`src/rtl/control_pkg.sv`:
```
// Shared opcodes, control-field codes, FSM encoding and control-word layout
// for the registered control decoder.
package control_pkg;

    localparam logic [3:0] OP_ATYPE = 4'b1111;
    localparam logic [3:0] OP_LW    = 4'b1000;
    localparam logic [3:0] OP_SW    = 4'b1011;
    localparam logic [3:0] OP_BLT   = 4'b0100;
    localparam logic [3:0] OP_BGT   = 4'b0101;
    localparam logic [3:0] OP_BEQ   = 4'b0110;
    localparam logic [3:0] OP_JMP   = 4'b1100;
    localparam logic [3:0] OP_HALT  = 4'b0000;

    localparam logic [1:0] ALU_ADD   = 2'b00;
    localparam logic [1:0] ALU_SUB   = 2'b01;
    localparam logic [1:0] ALU_FUNCT = 2'b10;

    localparam logic [1:0] RW_NONE = 2'b00;
    localparam logic [1:0] RW_ONE  = 2'b01;
    localparam logic [1:0] RW_PAIR = 2'b10;

    localparam logic [1:0] JB_NONE   = 2'b00;
    localparam logic [1:0] JB_BRANCH = 2'b01;
    localparam logic [1:0] JB_JUMP   = 2'b10;

    typedef enum logic {
        IDLE = 1'b0,
        MD   = 1'b1
    } state_t;

    typedef struct packed {
        logic       aluBType;
        logic       aluSrc;
        logic       signExtendFlag;
        logic       memRead;
        logic       memToReg;
        logic       memWrite;
        logic [1:0] aluControl;
        logic [1:0] regWrite;
        logic [1:0] jumpBranch;
    } ctrl_word_t;

    localparam ctrl_word_t CTRL_NOP = '0;

endpackage

```
`src/rtl/control_decode.sv`:
```
// Combinational opcode decoder: produces the control word, a legal flag,
// a HALT indication and the multiply/divide start request.
module control_decode
    import control_pkg::*;
#(
    parameter int OPCODE_W = 4
) (
    input  logic [OPCODE_W-1:0] opcode,
    input  logic                multiDiv,
    output ctrl_word_t          word,
    output logic                legal,
    output logic                halt,
    output logic                md_start
);

    always_comb begin
        word     = CTRL_NOP;
        legal    = 1'b1;
        halt     = 1'b0;
        md_start = 1'b0;
        // Any set bit above the 4-bit opcode field makes the instruction illegal.
        if ((opcode >> 4) != '0) begin
            legal = 1'b0;
        end else begin
            case (opcode[3:0])
                OP_ATYPE: begin
                    word.aluControl = ALU_FUNCT;
                    word.regWrite   = multiDiv ? RW_PAIR : RW_ONE;
                    md_start        = multiDiv;
                end
                OP_LW: begin
                    word.aluSrc         = 1'b1;
                    word.signExtendFlag = 1'b1;
                    word.memRead        = 1'b1;
                    word.memToReg       = 1'b1;
                    word.regWrite       = RW_ONE;
                    word.aluControl     = ALU_ADD;
                end
                OP_SW: begin
                    word.aluSrc         = 1'b1;
                    word.signExtendFlag = 1'b1;
                    word.memWrite       = 1'b1;
                    word.aluControl     = ALU_ADD;
                end
                OP_BLT, OP_BGT, OP_BEQ: begin
                    word.signExtendFlag = 1'b1;
                    word.aluControl     = ALU_SUB;
                    word.jumpBranch     = JB_BRANCH;
                    word.aluBType       = (opcode[3:0] != OP_BEQ);
                end
                OP_JMP:  word.jumpBranch = JB_JUMP;
                OP_HALT: halt = 1'b1;
                default: legal = 1'b0;
            endcase
        end
    end

endmodule

```
`src/rtl/pipelined_control.sv`:
```
// Registered control decoder with multiply/divide hold, stall, flush and sticky HALT.
// Optional illegalTrap output enabled by defining CTRL_ILLEGAL_TRAP_EN.
module pipelined_control
    import control_pkg::*;
#(
    parameter int OPCODE_W  = 4,
    parameter int MD_CYCLES = 8
) (
    input  logic                clk,
    input  logic                rst_n,
    input  logic                instrValid,
    output logic                instrReady,
    input  logic [OPCODE_W-1:0] opcode,
    input  logic                multiDiv,
    input  logic                stall,
    input  logic                flush,
    output logic                ctrlValid,
    output logic                aluBType,
    output logic                aluSrc,
    output logic                signExtendFlag,
    output logic                memRead,
    output logic                memToReg,
    output logic                memWrite,
    output logic [1:0]          aluControl,
    output logic [1:0]          regWrite,
    output logic [1:0]          jumpBranch,
    output logic                mdBusy,
    output logic                mdDone,
    output logic                halted
`ifdef CTRL_ILLEGAL_TRAP_EN
    ,
    output logic                illegalTrap
`endif
);

    localparam int CNT_W = (MD_CYCLES > 1) ? $clog2(MD_CYCLES) : 1;
`ifdef CTRL_ILLEGAL_TRAP_EN
    localparam bit TRAP_EN = 1'b1;
`else
    localparam bit TRAP_EN = 1'b0;
`endif

    ctrl_word_t       dec_word;
    logic             dec_legal;
    logic             dec_halt;
    logic             dec_md_start;
    ctrl_word_t       ctrl_p1;
    logic             vld_p1;
    state_t           state;
    logic [CNT_W-1:0] cnt;
    logic             halt_q;
    logic             accept;

    control_decode #(.OPCODE_W(OPCODE_W)) u_decode (
        .opcode   (opcode),
        .multiDiv (multiDiv),
        .word     (dec_word),
        .legal    (dec_legal),
        .halt     (dec_halt),
        .md_start (dec_md_start)
    );

    assign instrReady = rst_n && (state == IDLE) && !stall && !halt_q && !flush;
    assign accept     = instrValid && instrReady;

`ifdef CTRL_ILLEGAL_TRAP_EN
    logic trap_q;

    always_ff @(posedge clk) begin
        if (!rst_n || flush) begin
            trap_q <= 1'b0;
        end else if (!stall) begin
            trap_q <= accept && !dec_legal;
        end
    end

    assign illegalTrap = trap_q;
`endif

    // p0 -> p1: decode result captured into the execute-facing register
    always_ff @(posedge clk) begin
        if (!rst_n) begin
            ctrl_p1 <= CTRL_NOP;
            vld_p1  <= 1'b0;
            state   <= IDLE;
            cnt     <= '0;
            halt_q  <= 1'b0;
        end else if (flush) begin
            ctrl_p1 <= CTRL_NOP;
            vld_p1  <= 1'b0;
            state   <= IDLE;
            cnt     <= '0;
        end else if (!stall) begin
            case (state)
                IDLE: begin
                    if (accept) begin
                        ctrl_p1 <= dec_word;
                        // With the trap enabled an illegal opcode's NOP is not marked live.
                        vld_p1  <= dec_legal || !TRAP_EN;
                        if (dec_halt) halt_q <= 1'b1;
                        if (dec_md_start) begin
                            state <= MD;
                            cnt   <= CNT_W'(MD_CYCLES - 1);
                        end
                    end else begin
                        ctrl_p1 <= CTRL_NOP;
                        vld_p1  <= 1'b0;
                    end
                end
                MD: begin
                    if (cnt == '0) begin
                        state   <= IDLE;
                        ctrl_p1 <= CTRL_NOP;
                        vld_p1  <= 1'b0;
                    end else begin
                        cnt <= cnt - 1'b1;
                    end
                end
                default: state <= IDLE;
            endcase
        end
    end

    assign mdBusy         = (state == MD);
    assign mdDone         = mdBusy && (cnt == '0);
    assign halted         = halt_q;
    assign ctrlValid      = vld_p1;
    assign aluBType       = ctrl_p1.aluBType;
    assign aluSrc         = ctrl_p1.aluSrc;
    assign signExtendFlag = ctrl_p1.signExtendFlag;
    assign memRead        = ctrl_p1.memRead;
    assign memToReg       = ctrl_p1.memToReg;
    assign memWrite       = ctrl_p1.memWrite;
    assign aluControl     = ctrl_p1.aluControl;
    assign regWrite       = ctrl_p1.regWrite;
    assign jumpBranch     = ctrl_p1.jumpBranch;

endmodule

```
`config.mk`:
```
export PLATFORM = sky130hd
export DESIGN_NAME = pipelined_control
export DESIGN_NICKNAME = d
export VERILOG_FILES = /design/src/rtl/control_pkg.sv /design/src/rtl/control_decode.sv /design/src/rtl/pipelined_control.sv
export SDC_FILE = /design/constraint.sdc
export NUM_CORES = 1
export LEC_CHECK = 0
export CAP_MARGIN = 20
export CORE_UTILIZATION = 46
export CTS_BUF_LIST = sky130_fd_sc_hd__clkbuf_16
export CTS_CLUSTER_SIZE = 25
export DETAILED_ROUTE_END_ITERATION = 8
export GPL_ROUTABILITY_DRIVEN = 0
export PLACE_DENSITY = 0.83
export SLEW_MARGIN = 20
export SYNTH_ARGS = -nofsm -noshare
export SYNTH_HDL_FRONTEND = slang
export SYNTH_HIERARCHICAL = 1
export SYNTH_SLANG_ARGS = --single-unit
```
`constraint.sdc`:
```
create_clock -name clk -period 1.9 [get_ports clk]
set_clock_uncertainty 0.1 [all_clocks]
set_input_delay 0.38 -clock clk [delete_from_list [all_inputs] [get_ports clk]]
set_output_delay 0.38 -clock clk [all_outputs]
set_load 0.1 [all_outputs]
```
# == After elaboration in Yosys (flattened, before gate mapping) ==
# Cells that the tools add are included.
# word_totals
regBits,18
out_inout_bits,17
# classes
addsub,1
eq_ne,12
mux,25
bitwise_logic,4
n_reduce_logical,18
# ops
op,count
2-to-1 mux 12 bit,2
one-hot mux 12 bit (2 select lines),1
"== test 4 bit, second input constant",4
"== test 4 x 3 -> 1 bit, second input constant",3
one-hot mux 2 bit (2 select lines),3
2-to-1 mux 1 bit,11
2-to-1 mux 3 bit,3
logical AND 1 bit,6
"inequality test 2 bit, second input constant",3
one-hot mux 3 bit (2 select lines),1
AND reduction 5 bit,1
OR reduction 5 bit,1
zero test 4 bit,1
2-to-1 mux 2 bit,2
"inequality test 4 x 3 -> 1 bit, second input constant",1
NOT 1 bit,4
one-hot mux 1 bit (2 select lines),2
AND reduction 4 bit,1
OR reduction 2 bit,2
zero test 1 bit,3
zero test 3 bit,1
OR reduction 3 bit,1
"subtractor 3 x 1 -> 3 bit, second input constant",1
"inequality test 2 x 1 -> 1 bit, second input constant",1
AND reduction 2 bit,1

# == Longest topological paths before layout ==
# depth
ltp_word,8
ltp_mapped,5

# == Cells and area by module ==
# Netlist, hierarchy kept.
# modules_own_cells
module,instances,cells_each,area_per_inst_um2,seq_area_each_um2
pipelined_control,1,64,755.7,360.3
control_decode,1,27,161.4,0.0

# == Least setup slack after synthesis ==
# OpenSTA, ideal clock, no wires.
# synth_path
kind,register to output
startpoint,register state (netlist: mdBusy)
endpoint,output port instrReady
t_arrival_ps,3751
required_ps,1420
setup_slack_ps,-2331
path_stages_with_launch,2
path_cell_list,dfxtp_1 -> nor4_1
# synth_between
elab_chain_cells,5
# synth_rtl
element,line,source
"start, declared",pipelined_control.sv:49,state_t state;
"start signal, assigned",pipelined_control.sv:85,state <= IDLE;
"start signal, assigned",pipelined_control.sv:91,state <= IDLE;
"start signal, assigned",pipelined_control.sv:102,state <= MD;
NOT 1 bit (no line),--,
logical AND 1 bit (4 in a row),pipelined_control.sv:63,assign instrReady = rst_n && (state == IDLE) && !stall && !halt_q && !flush;
"end, declared",pipelined_control.sv:12,"output logic instrReady,"
# Every way passes these cells.

# == Final worst setup path ==
# layout_path
startpoint,register cnt[0]
endpoint,output port mdDone
# layout_between
elab_chain_cells,2
# layout_rtl
element,line,source
"start, declared",pipelined_control.sv:50,logic [CNT_W-1:0] cnt;
"start signal, assigned",pipelined_control.sv:103,cnt <= CNT_W'(MD_CYCLES - 1);
"start signal, assigned",pipelined_control.sv:116,cnt <= cnt - 1'b1;
zero test 3 bit,pipelined_control.sv:125,assign mdDone = mdBusy && (cnt == '0);
logical AND 1 bit,pipelined_control.sv:125,
"end, declared",pipelined_control.sv:28,"output logic mdDone,"
# Every way passes these cells.

==> metrics.md <==
| Metric | Value |
|---|---|
| Max cap viols | `0` |
| Worst-Skew Late Latency | `~250 ps` |
| Ant diodes | `0` |
| Worst Tran Pin Value | `approximately 330 ps` |
| Initial DRC count | `21` |
| TNS Setup | `0 ps` |
| Clk slew on worst S/H paths | `~50 ps` |
| Syn nets | `about 100` |
| Core Footprint | `~1800 µm²` |
| Final setup violating endpoints | `0` |
| CP required | `~1400 ps` |
| Worst VDD drop | `roughly 0.42 mV` |
| H-tree Lvls | `1` |
| Critical-path cell list | `inv_1, ha_2, nand2b_2, nor2_4, buf_12` |
| Power Dens Cells | `620 nW/µm²` |
| Fillers | `103` |
| Crit-path leading delay family | `flip-flops` |
| Die X | `46.3 µm` |
| Crit end category | `primary output` |
| Clk root buf | `clkbuf_16` |
| Max Freq | `around 550 MHz` |
| Pre-CTS WS | `-147 ps` |
| Num CTS Buffers | `3` |
| Slowest cell on crit path | `dfxtp_1` |
| Final Worst Setup Slack | `between 70 and 80 ps` |
| Via Count | `~790` |
| Buf+Inv Stages, Crit Path | `2` |
| Share of layout cells above drive strength 1 | `44.6%` |
| Startpoint types | `flop` |
| Total Wirelength | `just over 2000 µm` |
| TritonRoute pass-1 iters | `4` |
| Gr usage total | `between 20% and 30%` |
| Crit. Startpoint | `cnt[0]$_SDFFE_PP0P_` |
| P_leak | `slightly above 0.6 nW` |
| Initial Util | `about half` |
| Vias per cell | `5.38` |
| Routed len/inst | `14.0 µm` |
| Antenna Nets Post-Route | `0` |
| Period utilization | `a little over nine tenths` |
| First-pass GRT wire length | `3270 µm` |
| Critical hold path startpoint | `rst_n` |
| Unrepaired setup endpoints after global routing | `false` |
| Die Y | `46.3 µm` |
| DP HPWL | `roughly 1500 µm` |
| Std cell rows | `15` |
| Vias in the first global route | `between 700 and 800` |
| Clock Path Buffers | `2` |
| Mean Syn Cell Area | `slightly above 10 µm²` |
| Final hold violation count | `0` |
| RR Startpoint | `cnt[0]$_SDFFE_PP0P_` |
| TritonCTS sink count | `18` |
| Setup Crit Path Kind | `flop to primary output` |
| Pin count of the biggest net entering global routing | `14` |
| Final core utilization | `83.6%` |
| Final-report max-slew violation count | `0` |
| Die ar. | `between 2000 and 2500 µm²` |
| Flip-flop and latch area | `~370 µm²` |
| Final Net Count | `134` |
| Slew HR | `approximately 78%` |
| Synthesis Warnings | `6` |
| CTS tree | `yes` |
| # DRC | `0` |
| Area of the multi-input gates | `508 µm²` |
| Initial antenna violation count | `0` |
| # IOs | `27` |
| Critical Path AT | `around 1400 ps` |
| Gr ovfl total | `0` |
| Synthesized area | `905 µm²` |
| Mapped Cells | `between 80 and 90` |
| Minimum clock period | `about 1800 ps` |
| Crit path largest cell delay | `320 ps` |
| Status | `finished, final reports clean` |
| Worst Path Max Fanout | `5` |
| IO Port Bufs | `26` |
| Min-delay worst type | `primary input to flop` |
| DP Cell Count | `approximately 140` |
| Fin cells | `about 150` |
| Syn-to-layout area delta | `64.9%` |
==> routing by layer <==
| metal | track usage, % | vias to the layer above | wire (µm) |
|---|---|---|---|
| met4 | 10.0 | 0 | 40 |
| li1 | - | 384 | - |
| met1 | 24.5 | 363 | 871 |
| met3 | 5.10 | 7 | 96 |
| met5 | 0 | - | 0 |
| met2 | 37.8 | 31 | 1030 |
==> worst register-to-register path, stage by stage (launching register included) <==
cell and delay, ps:
dfxtp_1 320, inv_1 90, ha_2 250, nand2b_2 130, a221oi_1 310, a211oi_1 80
==> power by group <==
part | leakage, nW | switching (W) | total [W] | internal, W
sequential | 0.147 | 0.00000293 | 0.000381 | 0.000378
combinational | 0.419 | 0.0000662 | 0.000120 | 0.0000542
clock | 0.0385 | 0.000143 | 0.000423 | 0.000280
total | 0.605 | 0.000212 | 0.000924 | 0.000712
==> registers in the layout, summed over array words and instances (netlist names), 2 cells and up <==
name        count
aluControl      2
cnt             3
jumpBranch      2
regWrite        2
==> timing repair <==
| item | in CTS | in global routing |
|---|---|---|
| endpoints found under the setup margin | 2 | 2 |
| cloned | 0 | 0 |
| pin swaps | 0 | 1 |
| gates resized for setup | 2 | 3 |
| setup buffers | 0 | 0 |
| hold buffers | 0 | 0 |
==> cell usage in the layout (no fill, tap or decap), drive strengths merged, types with 3 or more instances in the layout <==
master and n:
clkdlybuf4s50 6, nand2b 4, buf 24, inv 5
a211oi 3, a21oi 3, nor2 12, clkbuf 3
nand2 3, dfxtp 18, a22o 12, a221oi 3
==> stage by stage <==
| step | power (W) | cell area, µm² | hold WS [ps] |
|---|---|---|---|
| after floorplan | 0.000457 | 942 | 340 |
| after global placement | 0.000505 | 1400 | 358 |
| after detailed placement | 0.000508 | 1400 | 376 |
| after CTS | 0.000925 | 1480 | 384 |
| after global routing | 0.000953 | 1490 | 370 |
| final | 0.000924 | 1490 | 359 |
==> final timing paths <==
path | endpoint | slack [ps] | cells after the start
hold reg to reg | cnt[0]$_SDFFE_PP0P_ | 390 | 1
setup / recovery | mdDone | 70 | 5
hold / removal | halted$_SDFFE_PN0P_ | 360 | 2
setup reg to reg | cnt[0]$_SDFFE_PP0P_ | 490 | 5
==> final cells by class <==
cell class	instances	area share, %
Clock inverter	1	0.252
Multi-Input combinational cell	61	34.1
Timing Repair Buffer	33	32.6
Sequential cell	18	24.7
Clock buffer	3	5.03
Inverter	5	1.26
Tap cell	25	2.10
(Power assumes the default switching activity.)
